## config.mk

```make
export PLATFORM = sky130hd
export DESIGN_NAME = midi_voice_allocator
export DESIGN_NICKNAME = d
export VERILOG_FILES = /design/src/rtl/midi_voice_allocator.sv
export SDC_FILE = /design/constraint.sdc
export NUM_CORES = 1
export LEC_CHECK = 0
export ABC_AREA = 1
export ABC_CLOCK_PERIOD_IN_PS = 2700
export CAP_MARGIN = 5
export CORE_AREA = 3 3 99 101
export CTS_CLUSTER_SIZE = 24
export DETAILED_ROUTE_END_ITERATION = 12
export DIE_AREA = 0 0 102 104
export GPL_TIMING_DRIVEN = 0
export PLACE_DENSITY = 0.74
export SLEW_MARGIN = 20
export SYNTH_ARGS = -nofsm -noshare
export SYNTH_HDL_FRONTEND = slang
export SYNTH_SLANG_ARGS = --single-unit
export TNS_END_PERCENT = 30
```

## constraint.sdc

```tcl
create_clock -name clk_i -period 2.7 [get_ports clk_i]
set_input_delay 0.675 -clock clk_i [delete_from_list [all_inputs] [get_ports clk_i]]
set_output_delay 0.675 -clock clk_i [all_outputs]
set_load 0.05 [all_outputs]
```

## src/rtl/midi_voice_allocator.sv

```systemverilog
// rtl/midi_voice_allocator.sv - polyphonic voice allocator with free-first, oldest-steal policy
module midi_voice_allocator #(
    parameter int NUM_VOICES = 4
) (
    input  logic                                  clk_i,
    input  logic                                  rst_ni,
    input  logic                                  msg_valid_i,
    input  logic [1:0]                            msg_len_i,
    input  logic [7:0]                            msg_status_i,
    input  logic [7:0]                            msg_data1_i,
    input  logic [7:0]                            msg_data2_i,
    output logic [NUM_VOICES-1:0]                 voice_gate_o,
    output logic [NUM_VOICES-1:0]                 voice_trig_o,
    output logic [7*NUM_VOICES-1:0]               voice_note_o,
    output logic [7*NUM_VOICES-1:0]               voice_vel_o,
    output logic                                  steal_o,
    output logic [$clog2(NUM_VOICES+1)-1:0]       active_count_o
);

    localparam int RW = $clog2(NUM_VOICES);
    localparam int CW = $clog2(NUM_VOICES + 1);

    logic [NUM_VOICES-1:0] gate_q, gate_d;
    logic [NUM_VOICES-1:0] trig_q, trig_d;
    logic [6:0]            note_q [NUM_VOICES];
    logic [6:0]            note_d [NUM_VOICES];
    logic [6:0]            vel_q  [NUM_VOICES];
    logic [6:0]            vel_d  [NUM_VOICES];
    logic [RW-1:0]         rank_q [NUM_VOICES];
    logic [RW-1:0]         rank_d [NUM_VOICES];
    logic                  steal_q, steal_d;
    logic [CW-1:0]         count_q, count_d;

    logic                  is_on, is_off, is_all_off;
    logic                  hit, free;
    logic [RW-1:0]         hit_idx, free_idx, old_idx, tgt;
    logic [6:0]            msg_note, msg_vel;
    logic                  unused_msg_bits;

    assign msg_note        = msg_data1_i[6:0];
    assign msg_vel         = msg_data2_i[6:0];
    assign unused_msg_bits = ^{msg_data2_i[7], msg_status_i[3:0]};

    // Note-on with velocity 0 is the running-status idiom for note-off.
    always_comb begin
        is_on      = 1'b0;
        is_off     = 1'b0;
        is_all_off = 1'b0;
        if (msg_valid_i && msg_len_i == 2'd3) begin
            is_on      = (msg_status_i[7:4] == 4'h9) && (msg_vel != 7'd0);
            is_off     = (msg_status_i[7:4] == 4'h8) ||
                         ((msg_status_i[7:4] == 4'h9) && (msg_vel == 7'd0));
            is_all_off = (msg_status_i[7:4] == 4'hB) &&
                         ((msg_data1_i == 8'd120) || (msg_data1_i == 8'd123));
        end
    end

    // Scanning downward leaves the lowest matching index selected.
    always_comb begin
        hit      = 1'b0;
        free     = 1'b0;
        hit_idx  = '0;
        free_idx = '0;
        old_idx  = '0;
        for (int i = NUM_VOICES - 1; i >= 0; i--) begin
            if (gate_q[i] && note_q[i] == msg_note) begin
                hit     = 1'b1;
                hit_idx = RW'(i);
            end
            if (!gate_q[i]) begin
                free     = 1'b1;
                free_idx = RW'(i);
            end
            if (rank_q[i] == RW'(NUM_VOICES - 1)) begin
                old_idx = RW'(i);
            end
        end
        if (hit) begin
            tgt = hit_idx;
        end else if (free) begin
            tgt = free_idx;
        end else begin
            tgt = old_idx;
        end
    end

    always_comb begin
        gate_d  = gate_q;
        trig_d  = '0;
        steal_d = 1'b0;
        note_d  = note_q;
        vel_d   = vel_q;
        rank_d  = rank_q;
        if (is_on) begin
            gate_d[tgt] = 1'b1;
            trig_d[tgt] = 1'b1;
            note_d[tgt] = msg_note;
            vel_d[tgt]  = msg_vel;
            steal_d     = !hit && !free;
            // Move-to-front keeps ranks a permutation: only younger voices age.
            for (int i = 0; i < NUM_VOICES; i++) begin
                if (RW'(i) == tgt) begin
                    rank_d[i] = '0;
                end else if (rank_q[i] < rank_q[tgt]) begin
                    rank_d[i] = rank_q[i] + RW'(1);
                end
            end
        end else if (is_off) begin
            for (int i = 0; i < NUM_VOICES; i++) begin
                if (gate_q[i] && note_q[i] == msg_note) begin
                    gate_d[i] = 1'b0;
                end
            end
        end else if (is_all_off) begin
            gate_d = '0;
        end
        count_d = '0;
        for (int i = 0; i < NUM_VOICES; i++) begin
            count_d = count_d + CW'(gate_d[i]);
        end
    end

    always_ff @(posedge clk_i or negedge rst_ni) begin
        if (!rst_ni) begin
            gate_q  <= '0;
            trig_q  <= '0;
            steal_q <= 1'b0;
            count_q <= '0;
            for (int i = 0; i < NUM_VOICES; i++) begin
                note_q[i] <= '0;
                vel_q[i]  <= '0;
                rank_q[i] <= RW'(i);
            end
        end else begin
            gate_q  <= gate_d;
            trig_q  <= trig_d;
            steal_q <= steal_d;
            count_q <= count_d;
            note_q  <= note_d;
            vel_q   <= vel_d;
            rank_q  <= rank_d;
        end
    end

    for (genvar g = 0; g < NUM_VOICES; g++) begin : g_pack
        assign voice_note_o[7*g +: 7] = note_q[g];
        assign voice_vel_o[7*g +: 7]  = vel_q[g];
    end

    assign voice_gate_o   = gate_q;
    assign voice_trig_o   = trig_q;
    assign steal_o        = steal_q;
    assign active_count_o = count_q;

endmodule

```

==> results_dict.tcl <==
set metrics [dict create \
    netlist_area_um2 4150 \
    worst-slew-pin-transition_ns 0.551 \
    worst_slack_ns -0.164 \
    finalSetupViolCount 2 \
    dp_cells 699 \
    yosysTopAreaCell "dfrtp_1" \
    vias 3649 \
    port_buffers 84 \
    ant_nets 0 \
    avgSynthCellArea_um2 8.25 \
    ys_warn_count 0 \
    period_needed_ns 2.86 \
    slew_viol_final 0 \
    fmax_ghz 0.349 \
    slew_headroom_pct 63.2 \
    layout-drive-gt1-share_pct 24.1 \
    h-tree-depth 3 \
    cts.reportedPaths.clkPinSlew_ns 0.08 \
    cts_sinks 76 \
    drtIter0Drc 186 \
    start_util_pct 45.5 \
    coreArea_um2 9110 \
    cts-root-buf "clkbuf_8" \
    grt_pass1_vias 3721 \
    synth.distinct_cells 33 \
    layout.cells.non_filler 733 \
    antenna_cells 0 \
    crit_arrival_ns 3.10 \
    grt_pass1_wl_um 17900 \
    clockBufferDepth 2 \
    ys_seq_elements 76 \
    worstPathMaxFanout 5 \
    cp-end-kind "register" \
    drt_pass1_iterations 4 \
    clk_latency_ns 0.35 \
    dp_hpwl_um 7940 \
    viasPerCell 4.98 \
    rows 35 \
    min_path_type "input pin to async pin" \
    synth_cells 503 \
    synthTopCellsByArea "dfrtp_1 (43%), nand2_1 (16%), o21ai_2 (5.7%)" \
    min_period_over_period_pct 106 \
    violations "setup timing" \
    tritoncts "yes" \
    worstSetupPathType "register to register" \
    antenna_found_initial 0 \
    grt_use_total_pct 21.5 \
    finalHoldViolCount 0 \
    gp_congestion 0.913 \
    yosysSeqAreaShare_pct 46.0 \
    die_area_um2 10600 \
    hold_buffers 0 \
    drc 0 \
    critPathLaunchType "register" \
    die_width_um 102 \
    cts_inserted_buffers 9 \
    grt_max_degree 59 \
    boundaryPins 97 \
    synth_top_area_share_pct 43.4 \
    worst_ep_required_time_ns 2.94 \
    dpl_cell_area_um2 5150 \
    max-cap-violations 0 \
    rsz0062_at_grt "yes" \
    finish.utilization_pct 61.9 \
    syn_to_final_growth_pct 35.9 \
    grt.overflow.total 0 \
    wl_per_cell_um 14.8 \
    final_area_um2 5640 \
    fin_skew_ns 0.0136 \
    syn_nets 539 \
    p_leak_nw 2.69 \
    dieHeight_um 104 \
    wl_um 10900 \
    p_per_area_nw_per_um2 491 \
    irDropWorstVdd_mv 0.284 \
    outcome "finished, violations left" \
    nets 655 \
]
## state kept, by name (all words and copies together) (netlist names)
name,flops
voice_gate_o,4
rank_q,8
voice_trig_o,4
steal_o,1
active_count_o,3
voice_note_o,28
voice_vel_o,28
## critical path: stages (launching register included)
cell	delay, ns
dfrtp_1	0.41
ha_1	0.23
nor2_1	0.13
nor3_2	0.06
o21ai_0	0.16
nand3_1	0.14
nand2_4	0.12
inv_2	0.07
nor2_2	0.12
inv_2	0.07
nor2_4	0.17
inv_6	0.04
nand2_4	0.05
inv_2	0.04
fa_1	0.51
inv_2	0.05
ha_4	0.16
ha_4	0.22
## layout by cell type (no fill, tap or decap), types with 2 or more instances in the layout
master,Yosys,final
buf_6,13,12
nor2_4,5,7
dfstp_2,4,4
clkbuf_8,0,11
ha_1,6,2
dfrtp_1,72,72
o21ai_1,14,15
xor2_1,3,3
nor3_2,1,2
clkbuf_1,1,2
nor2_2,6,6
inv_6,0,2
xnor2_1,13,13
dlygate4sd2_1,0,5
buf_4,2,25
clkdlybuf4s50_1,0,78
o21ai_0,18,17
nand2_1,174,168
nand4_1,4,4
nand2_4,2,4
inv_2,12,15
nand2_2,5,9
nand3_2,3,5
ha_4,0,3
nor2_1,22,20
inv_1,53,45
o21ai_2,27,27
nand3_1,26,24
inv_4,6,8
## path summary, 6_finish.rpt
kind | endpoint | startpoint | slack [ns] | cells past startpoint
max | active_count_o[1]$_DFF_PN0_ | rank_q[2]$_DFFE_PN0P_ | -0.16 | 17
min | voice_note_o[18]$_DFFE_PN0P_ | rst_ni | 0.20 | 1
max reg2reg | active_count_o[1]$_DFF_PN0_ | rank_q[2]$_DFFE_PN0P_ | -0.16 | 17
min reg2reg | voice_vel_o[7]$_DFFE_PN0P_ | voice_vel_o[7]$_DFFE_PN0P_ | 0.49 | 2
max in group asynchronous | rank_q[0]$_DFFE_PN1P_ | rst_ni | 1.89 | 2
min in group clk_i | voice_vel_o[7]$_DFFE_PN0P_ | voice_vel_o[7]$_DFFE_PN0P_ | 0.49 | 2
## power breakdown
group | internal [mW] | switching, mW
logic | 0.235 | 0.423
registers | 1.19 | 0.0443
clock network | 0.467 | 0.409
## synth_stat cells
master and number:
nand2_1 174, dfrtp_1 72, inv_1 53, o21ai_2 27, nand3_1 26, nor2_1 22
o21ai_0 18, o21ai_1 14, buf_6 13, xnor2_1 13, inv_2 12, ha_1 6
inv_4 6, nor2_2 6, nand2_2 5, nor2_4 5, dfstp_2 4, nand4_1 4
nand3_2 3, xor2_1 3, a21oi_1 2, buf_4 2, nand2_4 2, nor4_1 2
a211oi_1 1, buf_2 1, clkbuf_1 1, fa_1 1, nor2_8 1, nor3_1 1
nor3_2 1, o21bai_1 1, xnor2_2 1
## through the flow
step | worst slack (ns) | TNS [ns] | hold WS [ns] | power (mW)
floorplan | -0.552 | -1.39 | 0.379 | 1.66
global placement | -1.67 | -137.40 | 0.465 | 1.85
detailed placement | -1.29 | -16.24 | 0.474 | 1.87
CTS | -0.155 | -0.224 | 0.190 | 2.79
global route | -0.311 | -0.666 | 0.199 | 2.90
finish | -0.164 | -0.234 | 0.198 | 2.77
## layout make-up
| type | count | area [µm²] |
|---|---|---|
| tap | 111 | 139 |
| fill | 783 | 3470 |
| sequential | 76 | 1910 |
| buffer | 14 | 146 |
| clock inverter | 2 | 35.0 |
| clock buffer | 12 | 155 |
| timing repair buffer | 108 | 1030 |
| inverter | 71 | 304 |
| multi-input combinational | 339 | 1920 |
## layer usage
layer  global-route usage, %  vias to the layer above  share of wire, %
li1                        -                     1793                 -
met1                    26.8                     1729                43
met2                    34.7                      106                48
met3                    6.91                       21               7.1
met4                    7.50                        0               2.2
met5                       0                        -                 0
## what timing repair did
action,4_1_cts,5_1_grt
hold endpoints to repair,0,0
endpoints found under the setup margin,3,3
gates resized for setup,47,3
setup buffers,22,1
pin swaps,29,6
## cell families after synthesis
kind of cell,Yosys count,share of synthesized area (%)
fa+ha+maj,7,2.29
simple gates,252,26.9
compound gates,63,10.2
flops,76,46.0
xor+xnor,17,3.77
buf+inv,88,10.9
No activity file was read; power rests on OpenSTA's default activity.
